File: src/rtl/gnrl_pipe_fifo_pkg.sv
// Shared constants and helpers for the gnrl_pipe_fifo elastic buffer.
package gnrl_pipe_fifo_pkg;

   localparam int DP_MIN = 1;
   localparam int DP_MAX = 64;

   // Bits needed to index/count up to v-1; never returns less than 1.
   function automatic int clog2(input int v);
      int r;
      r = 1;
      while ((1 << r) < v) r = r + 1;
      return r;
   endfunction

endpackage

File: src/rtl/gnrl_dfflra.sv
// Load-enable flop bank with asynchronous active-high reset to zero.
module gnrl_dfflra #(
   parameter int W = 1
) (
   input  logic         clk,
   input  logic         rst,
   input  logic         en_i,
   input  logic [W-1:0] d_i,
   output logic [W-1:0] q_o
);

   always_ff @(posedge clk or posedge rst) begin
      if (rst)       q_o <= '0;
      else if (en_i) q_o <= d_i;
   end

endmodule

File: src/rtl/gnrl_pipe_fifo.sv
// DP-entry valid/ready circular buffer with optional ready-cut and empty bypass.
module gnrl_pipe_fifo
   import gnrl_pipe_fifo_pkg::*;
#(
   parameter int DP        = 2,
   parameter int DW        = 32,
   parameter int CUT_READY = 0,
   parameter int PASS      = 0
) (
   input  logic                     clk,
   input  logic                     rst,
   input  logic                     flush,
   input  logic                     i_vld,
   output logic                     i_rdy,
   input  logic [DW-1:0]            i_dat,
   output logic                     o_vld,
   input  logic                     o_rdy,
   output logic [DW-1:0]            o_dat,
   output logic [clog2(DP+1)-1:0]   count
);

   localparam int CW = clog2(DP+1);
   localparam int PW = clog2(DP);

   generate
      if (DP < DP_MIN || DP > DP_MAX) begin : g_dp_chk
         $error("gnrl_pipe_fifo: DP=%0d outside legal range 1..64", DP);
      end
   endgenerate

   logic [PW-1:0]         wr_q, wr_d, rd_q, rd_d;
   logic [CW-1:0]         cnt_q, cnt_d;
   logic [DP-1:0][DW-1:0] mem_q;
   logic [DP-1:0]         mem_en;
   logic                  empty, full, push, pop, byp, push_st, pop_st;
   logic                  wr_en, rd_en, cnt_en;

   // Pointers wrap at DP-1, so DP need not be a power of two.
   function automatic logic [PW-1:0] ptr_inc(input logic [PW-1:0] p);
      return (p == PW'(DP-1)) ? '0 : p + PW'(1);
   endfunction

   assign empty = (cnt_q == '0);
   assign full  = (cnt_q == CW'(DP));

   assign o_vld = ~flush & (~empty | ((PASS != 0) & i_vld));
   assign pop   = o_vld & o_rdy;
   assign i_rdy = ~flush & (~full | ((CUT_READY == 0) & pop));
   assign push  = i_vld & i_rdy;

   // A bypassed word never touches storage, so neither side moves.
   assign byp     = (PASS != 0) & empty & pop;
   assign push_st = push & ~byp;
   assign pop_st  = pop & ~empty;

   always_comb begin
      wr_en  = flush | push_st;
      rd_en  = flush | pop_st;
      cnt_en = flush | (push_st ^ pop_st);
      wr_d   = flush ? '0 : ptr_inc(wr_q);
      rd_d   = flush ? '0 : ptr_inc(rd_q);
      cnt_d  = flush ? '0 : (push_st ? cnt_q + CW'(1) : cnt_q - CW'(1));
      for (int i = 0; i < DP; i++) mem_en[i] = push_st & (wr_q == PW'(i));
   end

   gnrl_dfflra #(.W(PW)) u_wr  (.clk(clk), .rst(rst), .en_i(wr_en),  .d_i(wr_d),  .q_o(wr_q));
   gnrl_dfflra #(.W(PW)) u_rd  (.clk(clk), .rst(rst), .en_i(rd_en),  .d_i(rd_d),  .q_o(rd_q));
   gnrl_dfflra #(.W(CW)) u_cnt (.clk(clk), .rst(rst), .en_i(cnt_en), .d_i(cnt_d), .q_o(cnt_q));

   for (genvar i = 0; i < DP; i++) begin : g_mem
      gnrl_dfflra #(.W(DW)) u_ent (
         .clk(clk), .rst(rst), .en_i(mem_en[i]), .d_i(i_dat), .q_o(mem_q[i])
      );
   end

   always_comb begin
      o_dat = '0;
      for (int i = 0; i < DP; i++) begin
         if (rd_q == PW'(i)) o_dat = mem_q[i];
      end
      if ((PASS != 0) && empty) o_dat = i_dat;
   end

   assign count = cnt_q;

endmodule

File: config.mk
export PLATFORM = sky130hd
export DESIGN_NAME = gnrl_pipe_fifo
export DESIGN_NICKNAME = d
export VERILOG_FILES = /design/src/rtl/gnrl_pipe_fifo_pkg.sv /design/src/rtl/gnrl_dfflra.sv /design/src/rtl/gnrl_pipe_fifo.sv
export SDC_FILE = /design/constraint.sdc
export NUM_CORES = 1
export LEC_CHECK = 0
export BUFFER_PORTS_ARGS = -buffer_cell sky130_fd_sc_hd__clkbuf_2
export CORE_MARGIN = 10
export CORE_UTILIZATION = 25
export CTS_CLUSTER_DIAMETER = 50
export DETAILED_ROUTE_END_ITERATION = 16
export SLEW_MARGIN = 40
export SYNTH_ARGS = -nofsm -noshare
export SYNTH_HDL_FRONTEND = slang
export SYNTH_SLANG_ARGS = --single-unit
export TNS_END_PERCENT = 30
File: constraint.sdc
create_clock -name clk -period 4.2 [get_ports clk]
set_clock_uncertainty 0.15 [all_clocks]
set_input_delay 0.84 -clock clk [delete_from_list [all_inputs] [get_ports clk]]
set_output_delay 0.84 -clock clk [all_outputs]
set_load 0.005 [all_outputs]
# Word level (Yosys, flattened, before mapping)
# Index checks and enable logic that the tools add are counted.
[totals] elab_cells=34 latch_bits=0 register_bits=68 ramBits=0 out_inout_bits=36 in_bits=37 rom_bits=0 n_memories=0
[op_classes] n_reduce_logical=1 order_cmp=0 bitwise_logic=16 mul=0 div_mod_pow=0 add_sub_neg=4 mux=7 n_shift=0 n_eq_ne=1
[ops] cell="$mux 32" n=1
[ops] cell="$and 1x1->1" n=7
[ops] cell="$mux 1" n=4
[ops] cell="$mux 2" n=2
[ops] cell="$not 1->1" n=4
[ops] cell="$or 1x1->1" n=4
[ops] cell="$add 1x1->1 const B" n=2
[ops] cell="$add 2x1->2 const B" n=1
[ops] cell="$eq 2x2->1 const B" n=1
[ops] cell="$logic_not 2->1" n=1
[ops] cell="$sub 2x1->2 const B" n=1
[ops] cell="$xor 1x1->1" n=1

# Depth between registers and ports, before layout
[depth] ltp_word=9 depth_mapped=5 depth_no_buf=3

# Hierarchy
# A second synthesis with hierarchy kept.
[hier_totals] hier_cells=208 area_unflattened_um2=3388.2
[by_module_without_submodules] mod="gnrl_dfflra (g_mem[0].u_ent ...)" seq_area_each_um2=800.8 area_per_inst_um2=1348.8 n_inst=2 cells_per_inst=69
[by_module_without_submodules] mod="gnrl_pipe_fifo" seq_area_each_um2=0.0 area_per_inst_um2=526.8 n_inst=1 cells_per_inst=59
[by_module_without_submodules] mod="gnrl_dfflra (u_rd ...)" seq_area_each_um2=25.0 area_per_inst_um2=43.8 n_inst=2 cells_per_inst=3
[by_module_without_submodules] mod="gnrl_dfflra (u_cnt)" seq_area_each_um2=50.0 area_per_inst_um2=76.3 n_inst=1 cells_per_inst=5

# Least setup slack after synthesis
# No wires, ideal clock.
[synth_path] path_kind="input to register" startpoint="input i_vld" endpoint="register g_mem[0].u_ent.q_o[10]" cell_stages=5 setup_ps=125 path_slack_ps=1819 required_time_ps=3925 arrival_time_ps=2106 n_path_buf=3 path_cell_list="clkbuf_1 > or4b_1 > buf_6 > buf_12 > mux2_4"
[synth_via] elab_chain_cells=2
[synth_lines] item="start: declaration" line_no="gnrl_pipe_fifo.sv:13" text="input logic i_vld,"
[synth_lines] item="$and 1x1->1" line_no="gnrl_pipe_fifo.sv:49" text="assign push = i_vld & i_rdy;"
[synth_lines] item="$and 1x1->1" line_no="gnrl_pipe_fifo.sv:63" text="for (int i = 0; i < DP; i++) mem_en[i] = push_st & (wr_q == PW'(i));"
[synth_lines] item="end signal: assignment" line_no="gnrl_dfflra.sv:14" text="else if (en_i) q_o <= d_i;"
[synth_lines] item="end: declaration" line_no="gnrl_dfflra.sv:9" text="output logic [W-1:0] q_o"
# No other way between the ends.
# A chain may end at the register's enable or synchronous reset.

# Final worst setup path
[layout_path] startpoint="register u_rd.q_o" endpoint="output o_dat[18]"
[layout_via] elab_chain_cells=1
[layout_lines] item="start: declaration" line_no="gnrl_dfflra.sv:9"
[layout_lines] item="start signal: assignment" line_no="gnrl_dfflra.sv:14"
[layout_lines] item="$mux 32" line_no="gnrl_pipe_fifo.sv:79" text="if (rd_q == PW'(i)) o_dat = mem_q[i];"
[layout_lines] item="end: declaration" line_no="gnrl_pipe_fifo.sv:18" text="output logic [DW-1:0] o_dat,"
# No other way between the ends.

==> out/metrics.yaml <==
timing:
  worst_pin_slew_ps: 636
  fin_tns_setup_ps: 0
  min_period_ps: 2700
  slew_viol_final: 0
  rsz0062_at_grt: "no"
  setup_viol: 0
  max_freq_mhz: 371
  slew_headroom_pct: 57.5
  hold_viol: 0
  fin_crit_sh_pct: 64.2
synthesis:
  synthTopCellsByArea: "dfrtp_1, mux2_2, mux2_4, buf_12, clkbuf_1"
  synth_area_per_cell_sq_um: 15.7
  netlist_top_cells_count: "dfrtp_1, mux2_2, mux2_4"
  synth.top_cell.area_share_pct: 54.1
  yosys_most_used_dff: "dfrtp_1"
  synth_edf_count: 0
  synthArstFlopShare_pct: 100
  synthesis.area_sq_mm: 0.00315
  synth_cell_types: 21
  synth-seq-cells: 68
  yosys.cell_count.top_type: "dfrtp_1"
  yosysWarnings: 0
  synth_cells: 201
  synth_top_cell_by_area: "dfrtp_1"
  synth_fp_nets: 238
  synth_seq_area_share_pct: 54.1
route:
  wl_um: 6890
  drt_iter0_drc: 99
  drc: 0
  drtAntennaViolNets: 0
  vias_per_cell: 4.18
  dr.pass1.iters: 3
  via_count: 1883
  wl_per_cell_um: 15.3
cts:
  cts-buffers-inserted: 9
  cts.sinks: 68
  cts_tree: "yes"
  clockBufferDepth: 2
  clk_pin_slew_ps: 50
  ctsHtreeMaxLevel: 3
  ctsHoldBuffers: 0
  cts_resized: 0
  clock_insertion_delay_worst_skew_ps: 330
  clockRootBuffer: "clkbuf_16"
  post-cts-setup-buffer-count: 0
global_route:
  grt-ovfl-total: 0
  globalRouteMet3Util_pct: 2.67
  grt_max_degree: 40
  first_global_vias: 2151
  track_usage_pct: 8.53
  grt_antenna_before_repair: 0
  grt_pass1_wl_um: 11800
  grt-busiest-layer: "met2"
  use_met2_pct: 13.0
  use_met1_pct: 10.3
critical_path:
  critPathArrivalTime_ps: 1710
  crit_path_start_kind: "flip-flop"
  path_class: "reg2out"
  path_buf_inv: 2
  cpPeakStageDelay_ps: 670
  cp_top_family: "flip-flops"
  r2r_start: "u_cnt.q_o[1]$_DFFE_PP0P_"
  worstPathRequired_ps: 3210
  crit_chain: "buf_12 -> mux2_2 -> clkbuf_2"
  cp-end-kind: "output port"
  crit_path_start: "u_rd.q_o$_DFFE_PP0P_"
  cp_slowest_cell: "dfrtp_2"
  cp_max_fo: 18
final_layout:
  post-route-util_pct: 32.8
  fillers: 1235
  drive_gt1_share_pct: 68.8
  layout.nets: 314
  multiInputGateArea_sq_mm: 0.00134
  seq_area_sq_mm: 0.00170
  antenna_cells: 0
  syn2layout_area_growth_pct: 26.7
placed_design:
  place_congestion: 0.670
  io_buffers: 72
  dpl.hpwl_um: 4900
run_status:
  outcome: "finished clean"
floorplanning:
  core_sq_mm: 0.0122
  die_w_um: 132
  io_pins: 73
  dieArea_sq_mm: 0.0175
  num_rows: 40
  start_util_pct: 25.9
  fp.dieH_um: 132
pwr:
  cellLeakagePower_nw: 1.88
  p_per_area_mw_per_mm2: 539
  p_total_mw: 2.15
  ir_worst_vdd_mv: 0.215
worst_hold_path:
  hold_class: "reg2reg"
  hp-start: "g_mem[1].u_ent.q_o[26]$_DFFE_PP0P_"
job:
  max_cap_violations: 0
metal layers:
| metal | vias to the layer above | wire length (um) |
|---|---|---|
| met1 | 959 | 3130 |
| met4 | 0 | 157 |
| met3 | 12 | 249 |
| met5 | - | 0 |
| met2 | 43 | 3350 |
| li1 | 869 | - |
report_power, final:
part / switching (mW) / leakage [nW] / internal, mW
sequential: 0.0845 / 0.812 / 0.812
combinational: 0.154 / 0.907 / 0.291
clock: 0.275 / 0.159 / 0.532
sequential cells by signal (all words and copies together) (netlist names):
signal / flops
g_mem.u_ent.q_o: 64
u_cnt.q_o: 2
u_rd.q_o: 1
u_wr.q_o: 1
metrics by stage:
stage | cell area (sq um) | setup WS (ps) | std cells | hold WS (ps)
final | 3990 | 1500 | 450 | 352
after global routing | 3990 | 1410 | 450 | 372
after CTS | 3990 | 1450 | 450 | 353
after detailed placement | 3670 | 1180 | 434 | 341
after global placement | 3670 | 1220 | 434 | 333
after floorplan | 3150 | 1500 | 201 | 325
cells by family (layout without fill, tap and decap cells):
kind of cell,after synthesis,after routing,synth area share [%]
AND/OR/NAND/NOR,13,13,2.46
AO/OA/AOI/OAI,7,7,1.43
flip-flops,68,68,54.1
buffers and inverters,15,96,3.70
multiplexers,96,96,37.8
XOR/XNOR,2,2,0.557
final cells by class:
cell class | instances | area share (%)
multi-input combinational | 118 | 33.5
tap | 168 | 5.27
clock inverter | 5 | 1.88
timing repair buffer | 77 | 10.3
clock buffer | 11 | 6.09
sequential | 68 | 42.7
inverter | 3 | 0.282
worst paths after layout:
| check | to | slack [ps] | cells past startpoint |
|---|---|---|---|
| worst min register to register | g_mem[1].u_ent.q_o[26]$_DFFE_PP0P_ | 350 | 1 |
| min in group asynchronous | g_mem[0].u_ent.q_o[30]$_DFFE_PP0P_ | 420 | 2 |
| worst max register to register | g_mem[0].u_ent.q_o[16]$_DFFE_PP0P_ | 1620 | 4 |
| max in group asynchronous | u_rd.q_o$_DFFE_PP0P_ | 2460 | 3 |
| worst min-delay path | g_mem[1].u_ent.q_o[26]$_DFFE_PP0P_ | 350 | 1 |
| worst max-delay path | o_dat[18] | 1500 | 3 |
cell usage in the layout, fill, tap and decap left out, types with 2 or more instances in the layout:
master,count
xor2_1,2
nand2b_1,2
mux2_2,67
inv_1,2
dfrtp_1,67
o21ai_0,2
clkinv_2,3
mux2_4,29
clkbuf_16,9
bufinv_16,2
clkbuf_2,72
buf_4,4
a21oi_1,3
nor2_1,4
worst reg2reg max path: cells and delay by family, from the launching register on:
family                 cells  cell delay (ps)
DFF                        1              440
buffers and inverters      1              370
muxes                      1              340
and+or+nand+nor            2             1160
(Power assumes the default switching activity.)
